### config.mk
export PLATFORM = sky130hd
export DESIGN_NAME = ram_serial_tx_flat
export DESIGN_NICKNAME = d
export VERILOG_FILES = /design/src/rtl/ram_serial_tx_pkg.sv /design/src/rtl/ram_serial_tx_if.sv /design/src/rtl/ram_serial_tx_shifter.sv /design/src/rtl/ram_serial_tx.sv /design/src/flat_wrapper.sv
export SDC_FILE = /design/constraint.sdc
export NUM_CORES = 1
export LEC_CHECK = 0
export ABC_CLOCK_PERIOD_IN_PS = 2300
export CELL_PAD_IN_SITES_DETAIL_PLACEMENT = 0
export CELL_PAD_IN_SITES_GLOBAL_PLACEMENT = 1
export CORE_ASPECT_RATIO = 0.7
export CORE_MARGIN = 4
export CORE_UTILIZATION = 33
export CTS_CLUSTER_SIZE = 8
export DETAILED_ROUTE_END_ITERATION = 16
export PLACE_DENSITY_LB_ADDON = 0.1
export SYNTH_ARGS = -nofsm -noshare
export SYNTH_HDL_FRONTEND = slang
export SYNTH_SLANG_ARGS = --single-unit
### constraint.sdc
create_clock -name clk -period 2.3 [get_ports clk]
set_input_delay 0.575 -clock clk [delete_from_list [all_inputs] [get_ports clk]]
set_output_delay 0.575 -clock clk [all_outputs]
set_load 0.01 [all_outputs]
### src/rtl/ram_serial_tx_pkg.sv
// Shared types and constants for the RAM-to-serial transmitter.
// Optional feature macro: RAM_SERIAL_TX_PARITY_EN (even-parity bit after the data bits).
package ram_serial_tx_pkg;

    localparam int   FRAME_DATA_BITS = 8;
    localparam logic LINE_IDLE       = 1'b1;
    localparam logic START_BIT       = 1'b0;
    localparam int   BIT_CNT_W       = $clog2(FRAME_DATA_BITS) + 1;

    typedef enum logic [2:0] {
        IDLE,
        FETCH,
        LOAD,
        START,
        DATA,
`ifdef RAM_SERIAL_TX_PARITY_EN
        PARITY,
`endif
        STOP,
        DONE
    } state_e;

    // Per-clk instruction from the FSM to the shifter.
    typedef enum logic [2:0] {
        CMD_NONE,
        CMD_LOAD,
        CMD_START,
        CMD_DATA,
`ifdef RAM_SERIAL_TX_PARITY_EN
        CMD_PARITY,
`endif
        CMD_STOP
    } shift_cmd_e;

endpackage

### src/rtl/ram_serial_tx_if.sv
// Transfer request, RAM read port and serial line of the transmitter.
// The slave modport is the transmitter's view; master is the driving environment.
interface ram_serial_tx_if #(
    parameter int ADDR_W = 8,
    parameter int DATA_W = 16
);
    logic              baud_tick;
    logic              send;
    logic [ADDR_W-1:0] word_count;
    logic [DATA_W-1:0] ram_data;
    logic [ADDR_W-1:0] addr;
    logic              serialOut;
    logic              busy;
    logic              done;

    modport master (
        output baud_tick, send, word_count, ram_data,
        input  addr, serialOut, busy, done
    );

    modport slave (
        input  baud_tick, send, word_count, ram_data,
        output addr, serialOut, busy, done
    );
endinterface

### src/rtl/ram_serial_tx_shifter.sv
// Byte shift register, data-bit counter and registered serial line driver.
// With RAM_SERIAL_TX_PARITY_EN the even parity of the loaded byte is kept for the parity bit.
module ram_serial_tx_shifter
    import ram_serial_tx_pkg::*;
(
    input  logic                       clk,
    input  logic                       reset,
    input  shift_cmd_e                 cmd,
    input  logic [FRAME_DATA_BITS-1:0] load_data,
    output logic                       line,
    output logic                       last_bit
);

    logic [FRAME_DATA_BITS-1:0] shift_q;
    logic [BIT_CNT_W-1:0]       cnt_q;
    logic                       line_q;
`ifdef RAM_SERIAL_TX_PARITY_EN
    logic                       parity_q;
`endif

    // NOTE: sequential state uses non-blocking assignments so every register sees pre-edge values.
    always_ff @(posedge clk) begin
        if (reset) begin
            shift_q  <= '0;
            cnt_q    <= '0;
            line_q   <= LINE_IDLE;
`ifdef RAM_SERIAL_TX_PARITY_EN
            parity_q <= 1'b0;
`endif
        end else begin
            case (cmd)
                CMD_LOAD: begin
                    shift_q  <= load_data;
                    cnt_q    <= '0;
`ifdef RAM_SERIAL_TX_PARITY_EN
                    parity_q <= ^load_data;
`endif
                end
                CMD_START: line_q <= START_BIT;
                CMD_DATA: begin
                    line_q  <= shift_q[0];
                    shift_q <= {1'b0, shift_q[FRAME_DATA_BITS-1:1]};
                    cnt_q   <= cnt_q + BIT_CNT_W'(1);
                end
`ifdef RAM_SERIAL_TX_PARITY_EN
                CMD_PARITY: line_q <= parity_q;
`endif
                CMD_STOP: line_q <= LINE_IDLE;
                default: ;
            endcase
        end
    end

    assign line     = line_q;
    assign last_bit = (cnt_q == BIT_CNT_W'(FRAME_DATA_BITS - 1));

endmodule

### src/rtl/ram_serial_tx.sv
// Reads word_count words from RAM and sends each low byte as a UART frame (8N1, or 8E1
// when RAM_SERIAL_TX_PARITY_EN is defined). Holds the FSM, addressing and handshake.
module ram_serial_tx
    import ram_serial_tx_pkg::*;
#(
    parameter int ADDR_W = 8,
    parameter int DATA_W = 16
) (
    input logic           clk,
    input logic           reset,
    ram_serial_tx_if.slave bus
);

    state_e            state_q, state_d;
    shift_cmd_e        cmd;
    logic [ADDR_W-1:0] addr_q, count_q, addr_plus1;
    logic              busy_q, done_q, stop_sent_q, stop_sent_d;
    logic              accept, advance, last_bit, line;

    assign addr_plus1 = addr_q + ADDR_W'(1);

    // NOTE: every combinational output gets a default first so no latch can be inferred.
    always_comb begin
        state_d     = state_q;
        cmd         = CMD_NONE;
        accept      = 1'b0;
        advance     = 1'b0;
        stop_sent_d = stop_sent_q;
        case (state_q)
            IDLE: if (bus.send) begin
                accept  = 1'b1;
                state_d = (bus.word_count == '0) ? DONE : FETCH;
            end
            FETCH: state_d = LOAD;
            LOAD: begin
                cmd     = CMD_LOAD;
                state_d = START;
            end
            START: if (bus.baud_tick) begin
                cmd     = CMD_START;
                state_d = DATA;
            end
            DATA: if (bus.baud_tick) begin
                cmd = CMD_DATA;
`ifdef RAM_SERIAL_TX_PARITY_EN
                if (last_bit) state_d = PARITY;
`else
                if (last_bit) state_d = STOP;
`endif
            end
`ifdef RAM_SERIAL_TX_PARITY_EN
            PARITY: if (bus.baud_tick) begin
                cmd     = CMD_PARITY;
                state_d = STOP;
            end
`endif
            // First tick puts the stop bit on the line, the second ends it.
            STOP: if (bus.baud_tick) begin
                if (!stop_sent_q) begin
                    cmd         = CMD_STOP;
                    stop_sent_d = 1'b1;
                end else begin
                    stop_sent_d = 1'b0;
                    advance     = 1'b1;
                    state_d     = (addr_plus1 == count_q) ? DONE : FETCH;
                end
            end
            DONE: state_d = IDLE;
            default: state_d = IDLE;
        endcase
    end

    always_ff @(posedge clk) begin
        if (reset) begin
            state_q     <= IDLE;
            addr_q      <= '0;
            count_q     <= '0;
            busy_q      <= 1'b0;
            done_q      <= 1'b0;
            stop_sent_q <= 1'b0;
        end else begin
            state_q     <= state_d;
            stop_sent_q <= stop_sent_d;
            busy_q      <= (state_d != IDLE);
            done_q      <= (state_d == DONE);
            if (accept) begin
                count_q <= bus.word_count;
                addr_q  <= '0;
            end else if (advance) begin
                addr_q  <= addr_plus1;
            end
        end
    end

    ram_serial_tx_shifter u_shifter (
        .clk      (clk),
        .reset    (reset),
        .cmd      (cmd),
        .load_data(bus.ram_data[FRAME_DATA_BITS-1:0]),
        .line     (line),
        .last_bit (last_bit)
    );

    if (DATA_W > FRAME_DATA_BITS) begin : g_unused_hi
        logic unused_hi;
        assign unused_hi = ^bus.ram_data[DATA_W-1:FRAME_DATA_BITS];
    end

    assign bus.addr      = addr_q;
    assign bus.busy      = busy_q;
    assign bus.done      = done_q;
    assign bus.serialOut = line;

endmodule

### src/flat_wrapper.sv
// flat-port wrapper written by rule: the top's interface ports become plain ports
module ram_serial_tx_flat import ram_serial_tx_pkg::*;
#(
    parameter int ADDR_W = 8,
    parameter int DATA_W = 16
)
  (clk, reset, bus_baud_tick, bus_send, bus_word_count, bus_ram_data, bus_addr, bus_serialOut, bus_busy, bus_done);
  ram_serial_tx_if #(.ADDR_W(ADDR_W), .DATA_W(DATA_W)) bus_i ();
  input logic clk;
  input logic reset;
  input wire logic [$bits(bus_i.baud_tick)-1:0] bus_baud_tick;
  input wire logic [$bits(bus_i.send)-1:0] bus_send;
  input wire logic [$bits(bus_i.word_count)-1:0] bus_word_count;
  input wire logic [$bits(bus_i.ram_data)-1:0] bus_ram_data;
  output wire logic [$bits(bus_i.addr)-1:0] bus_addr;
  output wire logic [$bits(bus_i.serialOut)-1:0] bus_serialOut;
  output wire logic [$bits(bus_i.busy)-1:0] bus_busy;
  output wire logic [$bits(bus_i.done)-1:0] bus_done;
  assign bus_i.baud_tick = bus_baud_tick;
  assign bus_i.send = bus_send;
  assign bus_i.word_count = bus_word_count;
  assign bus_i.ram_data = bus_ram_data;
  assign bus_addr = bus_i.addr;
  assign bus_serialOut = bus_i.serialOut;
  assign bus_busy = bus_i.busy;
  assign bus_done = bus_i.done;
  ram_serial_tx #(.ADDR_W(ADDR_W), .DATA_W(DATA_W)) u_core (.clk(clk), .reset(reset), .bus(bus_i));
endmodule
==> impl_summary.md, run 1 <==
Synthesis
The most used flip-flop cell after synthesis is sky130_fd_sc_hd__dfxtp_1. Of the total synthesized cell area, the portion taken by AND, OR, NAND and NOR gates is 0.2884. Synthesis handed over a netlist of 218 instances. The netlist area before placement is 1753 um2. The count of flip-flops with a built-in enable after synthesis is 0.

The main combinational cell family by area after synthesis is simple AND/OR/NAND/NOR gates. The multiplexer share of the synthesized area is 0. In this run, synthesis produced a sequential element count of 35.

For this run, the register share of the synthesized area comes to 0.3997. The share of the synthesized area in compound gates (AO/OA/AOI/OAI) is 0.1884. The number of nets in the synthesized netlist is 248. The synthesized netlist contains 43 unique library cells. The post-synthesis share of cell area spent on xor and xnor gates is 0.07495. Averaged over all synthesized cells, the footprint is 8.041 um2.

The synthesis warning total is 0. Of the total synthesized cell area, the portion taken by full adders, half adders and majority gates is 0.01428. The post-synthesis async set-or-reset flop share is 0.

Run status
The flow ran to the end, and the final reports show no timing, DRC or antenna violations.

Worst setup path
At the worst endpoint, the required time is 2.49 ns. STA classifies the critical path endpoint as a flop. The maximum fanout encountered on the critical timing path is 6. The path type of the worst setup path is reg -> reg.

The kind of launch point of the worst setup path is a flop. At the worst endpoint, the arrival time is 2.31 ns.

Drt
The post-route DRC violation count is 0. The starting DRC count in detailed routing is 76. The detailed router placed 1,563 vias in this run. The count of nets left with antenna violations after detail routing is 0. The via density per instance is 4.794. The number of iterations in the first detailed-routing pass is 4. The routed design has 4.307 mm of wire. After detailed routing, the average wire length per cell comes to 13.21 um.

GRT
The first global-routing pass estimated 7.010 mm of wire. The overflow left after global routing is 0. The largest net degree at the start of global routing is 18. The overall fraction of global-route tracks in use is 0.1423. The number of global-route vias before repair is 1,408. The number of antenna violations at the first check in global routing came to 0.

STA
The hold violation total from the final report is 0. The upper clock frequency limit is 0.4699 GHz. Subtracting the final worst setup slack from the clock period gives 2.128 ns.

After routing, the total negative slack on setup checks comes to 0 ns. The worst pin sits at a relative slew slack of 0.7049. The number of max-slew violations in the final report is 0. At the pin with the least slew margin, the transition time is 0.4419 ns. Of the available clock period, the critical path in the final layout requires 0.9252. Setup repair after global routing left no endpoint under its margin. Setup violations remaining at the end of the flow were counted as 0. The final worst clock skew is 0.01168 ns. The final critical-path setup slack is 0.1720 ns.

Power
Of the total power, the share spent switching nets is 0.2697. The internal portion of total power is 0.0009461 W. The share of power burned in combinational logic is 0.152. After layout, the design draws a total of 0.001296 W.

Of the total power, registers draw 0.511. The share of total power dissipated in the clock network is 0.337. The power density relative to cell area is 571.8 nW/um2. The power spent charging and discharging nets is 0.0003495 W.

The static leakage is 0.7953 nW. The maximum vdd drop is 259.1 uV.

Final layout
Leaving out fill and tap cells, the most frequent cells in the layout are 44 x sky130_fd_sc_hd__nand2_1, 35 x sky130_fd_sc_hd__dfxtp_1, 30 x sky130_fd_sc_hd__clkdlybuf4s50_1. The fraction of final layout cells sized beyond drive strength 1 is 0.1128. Compared with the post-synthesis result, the final layout area differs by 29.26%. The final design area excluding fillers is 2266 um2.

The number of antenna diodes in the final layout is 0. The most common library cell in the layout ignoring fill and taps is sky130_fd_sc_hd__nand2_1. At the end of the flow, the number of nets in the layout was 286. The fill cell instance count of the final layout is 505.

Die
The count of boundary I/O pins is 39. The floorplan step defined a core boundary enclosing 4966 um2. The die outline area is 6561 um2. The initial utilization of the core area, before any placement, comes to 0.3530.

The row count is 21. The die is 95.11 um wide. Measured along the y axis, the die boundary spans 68.98 um.

Flow run
The max-capacitance violation count is 0.

Clock network
The post-cts gate resize count is 0. Buffers inserted to repair hold after CTS numbered 0. The clock reaches the later pin of the worst-skew pair after 0.29 ns. In this run the number of H-tree levels came out at 2. The cell at the root of the clock tree is sky130_fd_sc_hd__clkbuf_8. TritonCTS built the clock tree.

The maximum clock path buffer count is 2. The count of clock tree sinks is 35. Clock-pin slew was measured on the worst setup and hold paths at 0.08 ns.

Post-CTS timing repair inserted 0 buffers for setup. The TritonCTS buffer count is 5.

Min path
The tightest min-delay check is of the reg -> reg type.

Placement
The wire-length estimate of the detail-placed layout is 3.220 mm. The worst slack at placement is 0.00001354 ns. Routability-driven placement finished with a final weighted congestion of 0.7611. The post-place instance area is 2185 um2. The count of buffers added on input and output ports is 30.
-- final timing paths --
path | startpoint | to | slack (ns) | depth (start not counted)
max | u_core.bus.addr[0]$_SDFFE_PP0P_ | u_core.state_q[0]$_SDFF_PP0_ | 0.17 | 6
min | u_core.count_q[5]$_SDFFE_PP0P_ | u_core.count_q[5]$_SDFFE_PP0P_ | 0.47 | 2
max reg2reg | u_core.bus.addr[0]$_SDFFE_PP0P_ | u_core.state_q[0]$_SDFF_PP0_ | 0.17 | 6
min reg2reg | u_core.count_q[5]$_SDFFE_PP0P_ | u_core.count_q[5]$_SDFFE_PP0P_ | 0.47 | 2
-- layout make-up --
| cell class | instances | area [um2] | area share |
|---|---|---|---|
| Clock buffer | 7 | 76.32 | 0.03368 |
| Clock inverter | 1 | 5.005 | 0.002209 |
| Timing Repair Buffer | 42 | 390.4 | 0.1723 |
| Sequential cell | 35 | 700.7 | 0.3092 |
| Inverter | 4 | 15.01 | 0.006626 |
| Multi-Input combinational cell | 168 | 992.2 | 0.4379 |
| Tap cell | 69 | 86.33 | 0.03810 |
-- worst max-delay path, stage by stage (launching register included) --
cell	delay [ns]
sky130_fd_sc_hd__dfxtp_1	0.34
sky130_fd_sc_hd__ha_1	0.20
sky130_fd_sc_hd__nand3_2	0.15
sky130_fd_sc_hd__or3_4	0.43
sky130_fd_sc_hd__a2111oi_4	0.38
sky130_fd_sc_hd__o311ai_2	0.23
sky130_fd_sc_hd__o31a_1	0.31
-- sequential cells by signal, indices dropped and copies added (netlist names) --
signal / cells
u_core.state_q: 3
u_core.stop_sent_q: 1
u_core.bus.addr: 8
u_core.u_shifter.line: 1
u_core.u_shifter.cnt_q: 4
u_core.u_shifter.shift_q: 8
u_core.bus.busy: 1
u_core.bus.done: 1
u_core.count_q: 8
-- cell usage after synthesis, types with 2 or more instances --
library cell | n | area, um2
sky130_fd_sc_hd__a21oi_1 | 19 | 95.09
sky130_fd_sc_hd__a311oi_1 | 7 | 61.31
sky130_fd_sc_hd__and2_1 | 2 | 12.51
sky130_fd_sc_hd__clkbuf_1 | 10 | 37.54
sky130_fd_sc_hd__dfxtp_1 | 35 | 700.7
sky130_fd_sc_hd__ha_1 | 2 | 25.02
sky130_fd_sc_hd__inv_1 | 4 | 15.01
sky130_fd_sc_hd__nand2_1 | 44 | 165.2
sky130_fd_sc_hd__nand2b_1 | 4 | 25.02
sky130_fd_sc_hd__nand3_1 | 5 | 25.02
sky130_fd_sc_hd__nand3b_1 | 2 | 15.01
sky130_fd_sc_hd__nand4_1 | 2 | 12.51
sky130_fd_sc_hd__nor2_1 | 22 | 82.58
sky130_fd_sc_hd__nor3_1 | 5 | 25.02
sky130_fd_sc_hd__o21ai_0 | 7 | 35.03
sky130_fd_sc_hd__o22ai_1 | 3 | 18.77
sky130_fd_sc_hd__or2_2 | 2 | 12.51
sky130_fd_sc_hd__or3_1 | 3 | 18.77
sky130_fd_sc_hd__or3_2 | 2 | 15.01
sky130_fd_sc_hd__or4_1 | 2 | 15.01
sky130_fd_sc_hd__xnor2_1 | 7 | 61.31
sky130_fd_sc_hd__xor2_1 | 8 | 70.07
-- metrics by stage --
stage                     hold WS, ns  instances    util
final                          0.4706        326  0.4563
after global routing           0.4853        326  0.4563
after CTS                      0.4722        326  0.4563
after detailed placement       0.4618        318  0.4399
after global placement         0.4574        318  0.4399
after floorplan                0.4408        218       -
-- power by group through the flow --
stage	sequential, W	clock [W]	combinational (W)
after floorplan	0.000666	0	0.000124
after global placement	0.000676	0	0.000199
after detailed placement	0.000675	0	0.000198
after CTS	0.000661	0.000454	0.000199
after global routing	0.000666	0.000476	0.000222
final	0.000662	0.000437	0.000197
-- logic make-up after synthesis --
kind of cell               after synthesis
xor gates and xnor gates                15
AOI/OAI and AO/OA                       47
and+or+nand+nor                        104
adders and majority gates                2
buffers and inverters                   15
DFF                                     35
-- layer usage --
metal | global-route usage | wire length [um] | up-vias
met1 | 0.2200 | 2461 | 700
met5 | 0 | 0 | -
met3 | 0.04121 | 214 | 4
met4 | 0.04856 | 43 | 0
li1 | - | - | 835
met2 | 0.1805 | 1587 | 24
Power figures use the tool's default switching activity.
==> run 2, diff against run 1 <==
Settings changed: CELL_PAD_IN_SITES_DETAIL_PLACEMENT 0 to unset, CELL_PAD_IN_SITES_GLOBAL_PLACEMENT 1 to unset, CORE_UTILIZATION 33 to 45.
==> run 2 against run 1 <==
Against the previous run:
- sequential cell count is the same
- sequential share of layout area grew 0.77 points
- first-iteration DRC count grew 53%
- die area shrank 24%
==> impl_summary.md, run 2 (synthesis results as in run 1) <==
Run status
The flow ran to the end, and the final reports show no timing, DRC or antenna violations.

Clock network
The count of clock tree sinks is 35 (unchanged). The maximum clock path buffer count is 2 (unchanged). The TritonCTS buffer count came to 5 (unchanged). The setup fix buffers added after clock tree synthesis came to 0 (unchanged).

The clock edge transition at the registers on the reported setup and hold paths came to 0.06 ns (-0.02 ns). The worst-skew pair later-pin latency is 0.28 ns (about the same). The cell at the root of the clock tree is sky130_fd_sc_hd__clkbuf_8. The post-cts gate resize count is 0 (unchanged). The maximum level of the CTS H-tree is 2 (unchanged).

The number of hold buffers added after cts is 0 (unchanged). The clock tree from TritonCTS is yes.

Placement
The placer's final routability congestion estimate is 0.8699 (+14%). The worst slack at placement is 0.01726 ns (+0.01724 ns). The count of input and output buffers is 30 (unchanged).

The number of cells after detailed placement is 296 (-6.9%). The total half-perimeter wirelength after legalization and detailed placement was 2.923 mm (-9.2%). The post-place instance area was 2138 um2 (-2.1%).

STA
The relative slew slack is 0.7032 (-0.001717). The number of max-slew violations in the final report was 0 (unchanged). The transition time of the tightest slew-check pin is 0.4445 ns (+0.002572 ns). The hold violation total from the final report is 0 (unchanged).

The final worst clock skew is 0.004677 ns (-0.007008 ns). The count of final setup violators is 0 (unchanged). The time the final worst path needs with I/O delays and setup was 2.199 ns (+0.07089 ns).

The upper clock frequency limit is 0.4548 GHz (-3.2%). The setup total negative slack was 0 ns (unchanged). The final critical-path setup slack is 0.1011 ns (-0.07089 ns). The final cycle utilization of the critical path was 0.9560 (+0.03082).

Setup repair after global routing left no endpoint under its margin.

Drt
The routed wire length per instance is 12.99 um (-1.7%). The wire length reported by the detailed router is 3.923 mm (-8.9%). The post-route DRC violation count is 0 (unchanged). The number of iterations in the first detailed-routing pass came to 4 (unchanged).

The count of nets left with antenna violations after detail routing was 0 (unchanged). The via density per instance is 5.238 (+9.3%). The starting DRC count in detailed routing is 116 (+53%). The via count of the routed design is 1,582 (+1.2%).

Final layout
The area growth from synthesis to layout is 26.12%. The post-layout instance count excluding filler cells was 302 (-7.4%). The number of antenna diodes is 0 (unchanged). The number of nets in the layout is 283 (-1.0%).

Leaving out fill and tap cells, the most frequent cell in the layout is sky130_fd_sc_hd__nand2_1. The final design area excluding fillers is 2211 um2 (-2.4%). The fraction of final layout cells sized beyond drive strength 1 is 0.09921 (-0.01363). Leaving out fill and tap cells, the most frequent cells in the layout are 44 x sky130_fd_sc_hd__nand2_1, 35 x sky130_fd_sc_hd__dfxtp_1, 30 x sky130_fd_sc_hd__clkdlybuf4s50_1.

Die
The count of boundary I/O pins is 39 (unchanged). The overall die height was 60.22 um (-13%). The starting utilization of the core area is 0.4834 (+0.1305). The row count is 18 (-14%). The die width is 82.60 um (-13%). The floorplan core area was 3626 um2 (-27%). The die outline area was 4974 um2 (-24%).

Worst setup path
For this design, the slowest cell found on the critical path is sky130_fd_sc_hd__or3_4. The count of buffering cells on the critical path with inverters included is 0 (unchanged). The critical path is of the reg -> reg type. The worst setup path is captured at a flop. The kind of cell with the highest combined delay along the critical path is compound AO/OA/AOI/OAI gates.

The largest stage delay on the critical path came to 0.43 ns (about the same). The maximum fanout encountered on the critical timing path is 6 (unchanged). The arrival time at the worst endpoint is 2.37 ns (+0.06 ns). Traced cell by cell, the critical path runs through ha_1 > nand3_2 > or3_4 > a2111oi_4 > o311ai_2 > o31a_1.

The data required time at the worst endpoint is 2.47 ns (-0.02 ns). The kind of launch point of the worst setup path is a flop.

GRT
The number of antenna violations at the first check in global routing is 0 (unchanged). The overall fraction of global-route tracks in use is 0.1765 (+0.03417). The met1 track utilization from global routing is 0.2789 (+0.05890). The global-route wire length before repair was 6.541 mm (-6.7%).

The routing layer with the top usage in global route is met1. The met3 capacity usage during global routing is 0.05422 (+0.01300). The overflow left after global routing is 0 (unchanged). The number of global-route vias before repair is 1,364 (-3.1%). The largest net degree at the start of global routing was 18 (unchanged). The global routing usage on met2 is 0.2146 (+0.03414).

Power
The power density relative to cell area is 568.2 nW/um2 (-0.62%). The static leakage came to 0.7747 nW (-2.6%). The maximum vdd drop is 319.4 uV (+23%).

Min path
The class of the most critical hold timing path is reg -> reg.

Flow run
The max-capacitance violation count came to 0 (unchanged).
## run 2: changes by cell type in the layout (fill, tap and decap cells not counted)
cell / change
sky130_fd_sc_hd__clkinv_2: -1
sky130_fd_sc_hd__buf_4: -3
sky130_fd_sc_hd__clkbuf_1: -1
## run 2: area by class of cell
cell class	instances	area [um2]
Fill cell	350	1415
Multi-Input combinational cell	168	992.2
Sequential cell	35	700.7
Timing Repair Buffer	39	367.9
Clock buffer	6	72.57
Tap cell	50	62.56
Inverter	4	15.01
## run 2: tightest hold or removal path: stages, from the launching register on
cell	delay, ns
sky130_fd_sc_hd__dfxtp_1	0.32
sky130_fd_sc_hd__nand2_1	0.05
sky130_fd_sc_hd__a21oi_1	0.05
## run 2: worst paths after layout
kind	to	slack [ns]	cells past startpoint	startpoint
worst max register to register	u_core.state_q[0]$_SDFF_PP0_	0.10	6	u_core.bus.addr[1]$_SDFFE_PP0P_
worst min register to register	u_core.count_q[2]$_SDFFE_PP0P_	0.47	2	u_core.count_q[2]$_SDFFE_PP0P_
worst min-delay path	u_core.count_q[2]$_SDFFE_PP0P_	0.47	2	u_core.count_q[2]$_SDFFE_PP0P_
worst max-delay path	u_core.state_q[0]$_SDFF_PP0_	0.10	6	u_core.bus.addr[1]$_SDFFE_PP0P_
## run 2: metrics by stage
step	power, W	hold slack [ns]	util
after floorplan	0.0007900	0.4408	-
after global placement	0.0008642	0.4557	0.5897
after detailed placement	0.0008651	0.4623	0.5897
after CTS	0.001264	0.4714	0.6097
after global routing	0.001329	0.4911	0.6097
final	0.001256	0.4681	0.6097
## run 2: per-layer routing
metal	wire length, um	part of all wire	up-vias
li1	-	-	829
met1	2201	0.56	713
met2	1431	0.36	32
met3	236	0.060	8
met4	54	0.014	0
met5	0	0	-
## run 2: report_power, final
| part | leakage (nW) | internal (W) | switching (W) |
|---|---|---|---|
| clock network | 0.0371 | 0.000202 | 0.000203 |
| logic | 0.453 | 0.0000935 | 0.0000972 |
| registers | 0.285 | 0.000637 | 0.0000239 |
==> run 3, diff against run 2 <==
Settings changed: ABC_CLOCK_PERIOD_IN_PS 2300 to unset, REMOVE_ABC_BUFFERS set to 1.
==> run 3 against run 2 <==
Against the previous run:
- register-to-register slack better by 0.10 ns
- power grew 1.9%
- sequential power hardly changed
- via count is 0.57% lower
- non-clock buffer count grew 1
- final area grew 0.74%
- global-route usage increased by 0.19 points
- final cell count is 0.99% higher
- maximum frequency increased by 5.0%
- first-iteration DRC count shrank 17%
==> impl_summary.md, run 3 (synthesis results as in run 1) <==
Run status
The flow ran to the end, and the final reports show no timing, DRC or antenna violations.

Drt
The via count of the routed design is 1,573 (-0.57%). The number of iterations in the first detailed-routing pass was 4 (unchanged). The count of nets left with antenna violations after detail routing is 0 (unchanged). The wire length reported by the detailed router was 3.903 mm (-0.51%). The post-route DRC violation count was 0 (unchanged). The routed wire length per instance is 12.80 um (-1.5%). The via density per instance was 5.157 (-1.5%).

The starting DRC count in detailed routing is 96 (-17%).

Clock network
The maximum level of the CTS H-tree is 2 (unchanged). The count of clock tree sinks is 35 (unchanged). The worst-skew pair later-pin latency came to 0.29 ns (about the same). The setup fix buffers added after clock tree synthesis was 0 (unchanged). The number of hold buffers added after cts came to 0 (unchanged). The post-cts gate resize count came to 0 (unchanged).

The TritonCTS buffer count is 5 (unchanged). The maximum clock path buffer count came to 2 (unchanged). The clock edge transition at the registers on the reported setup and hold paths is 0.07 ns (about the same).

The cell sitting at the root of the clock tree is a sky130_fd_sc_hd__clkbuf_8. TritonCTS built the clock tree.

Placement
The count of input and output buffers is 30 (unchanged). The placer's final routability congestion estimate is 0.8442 (-3.0%). The number of cells after detailed placement is 297 (+0.34%).

The total half-perimeter wirelength after legalization and detailed placement is 2.945 mm (+0.76%).

Die
The die width is 82.60 um (unchanged). The floorplan core area is 3626 um2 (unchanged). The die outline area is 4974 um2 (unchanged). The overall die height is 60.22 um (unchanged). The starting utilization of the core area is 0.4834 (unchanged).

The count of boundary I/O pins came to 39 (unchanged). The row count is 18 (unchanged).

Power
The final total power is 0.001280 W (+1.9%). The power density relative to cell area is 574.9 nW/um2 (+1.2%). The maximum vdd drop came to 338.1 uV (+5.9%). The static leakage is 0.7857 nW (+1.4%).

GRT
The overflow left after global routing is 0 (unchanged). The overall fraction of global-route tracks in use is 0.1784 (+0.001901). The global-route wire length before repair is 6.617 mm (+1.2%).

The number of antenna violations at the first check in global routing is 0 (unchanged). The number of global-route vias before repair is 1,370 (+0.44%). The largest net degree at the start of global routing was 18 (unchanged).

Final layout
The number of nets in the layout is 284 (+0.35%). The top cell types in the final layout, fill and taps aside, are 44 x sky130_fd_sc_hd__nand2_1, 35 x sky130_fd_sc_hd__dfxtp_1, 30 x sky130_fd_sc_hd__clkdlybuf4s50_1. The fill cell instance count of the final layout is 339 (-3.1%).

The fraction of final layout cells sized beyond drive strength 1 is 0.1059 (+0.006676). From synthesis to final layout, the design area changed by 27.05%. The share of the core filled with cells in the final layout is 0.6142 (+0.004486).

The number of antenna diodes came to 0 (unchanged). The post-layout instance count excluding filler cells is 305 (+0.99%). Leaving out fill and tap cells, the most frequent cell in the layout is sky130_fd_sc_hd__nand2_1.

STA
The relative slew slack is 0.7388 (+0.03557). The count of final setup violators is 0 (unchanged). The number of max-slew violations in the final report is 0 (unchanged). The final cycle utilization of the critical path is 0.9105 (-0.04554). The final worst clock skew was 0.006371 ns (+0.001694 ns). The time the final worst path needs with I/O delays and setup is 2.094 ns (-0.1047 ns). The setup total negative slack was 0 ns (unchanged). The minimum hold slack came to 0.4713 ns (+0.003159 ns). The hold violation total from the final report is 0 (unchanged). Setup repair after global routing left no endpoint under its margin.

The transition time of the tightest slew-check pin came to 0.3912 ns (-0.05326 ns). The upper clock frequency limit was 0.4775 GHz (+5.0%).

Flow run
The max-capacitance violation count came to 0 (unchanged).

Worst setup path
The data required time at the worst endpoint came to 2.47 ns (about the same). The arrival time at the worst endpoint was 2.27 ns (-0.10 ns). The kind of launch point of the worst setup path is a flop. The critical path is of the reg -> reg type. The capturing element type of the critical path is a flop. The maximum fanout encountered on the critical timing path is 6 (unchanged).

Min path
The class of the most critical hold timing path is reg -> reg.
==> run 3: worst paths after layout <==
kind	start	end	slack [ns]	cells after the start
max reg2reg	u_core.bus.addr[0]$_SDFFE_PP0P_	u_core.state_q[0]$_SDFF_PP0_	0.21	6
min reg2reg	u_core.u_shifter.shift_q[7]$_SDFFE_PP0P_	u_core.u_shifter.shift_q[7]$_SDFFE_PP0P_	0.47	2
max	u_core.bus.addr[0]$_SDFFE_PP0P_	u_core.state_q[0]$_SDFF_PP0_	0.21	6
min	u_core.u_shifter.shift_q[7]$_SDFFE_PP0P_	u_core.u_shifter.shift_q[7]$_SDFFE_PP0P_	0.47	2
==> run 3: through the flow <==
step / instance area [um2] / worst slack (ns)
detailed placement: 2146 / 0.03513
global placement: 2146 / 0.06005
CTS: 2227 / 0.1949
global route: 2227 / 0.08508
finish: 2227 / 0.2058
floorplan: 1708 / 0.1132
==> run 3: critical path: stages (launching register included) <==
cell                        delay (ns)
sky130_fd_sc_hd__dfxtp_1          0.34
sky130_fd_sc_hd__ha_1             0.19
sky130_fd_sc_hd__nand3_2          0.14
sky130_fd_sc_hd__or3_4            0.43
sky130_fd_sc_hd__a2111oi_4        0.37
sky130_fd_sc_hd__o311ai_2         0.21
sky130_fd_sc_hd__o31a_1           0.30
==> run 3: power breakdown <==
| part | internal [W] | switching (W) | total, W |
|---|---|---|---|
| Clock | 0.000212 | 0.000211 | 0.000424 |
| Sequential | 0.000637 | 0.0000239 | 0.000661 |
| Combinational | 0.0000964 | 0.0000993 | 0.000196 |
| Total | 0.000946 | 0.000335 | 0.00128 |
==> run 3: layout make-up <==
type | instances | area, um2 | area share
tap | 50 | 62.56 | 0.02809
multi-input combinational | 168 | 992.2 | 0.4455
clock inverter | 1 | 5.005 | 0.002247
inverter | 4 | 15.01 | 0.006742
sequential | 35 | 700.7 | 0.3146
timing repair buffer | 40 | 375.4 | 0.1685
clock buffer | 7 | 76.32 | 0.03427
==> run 3: per-layer routing <==
metal	GRT usage	share of wire	routed length, um	up-vias
li1	-	-	-	831
met1	0.2780	0.55	2163	704
met2	0.2249	0.38	1487	31
met3	0.05120	0.051	198	7
met4	0.06294	0.014	54	0
met5	0	0	0	-
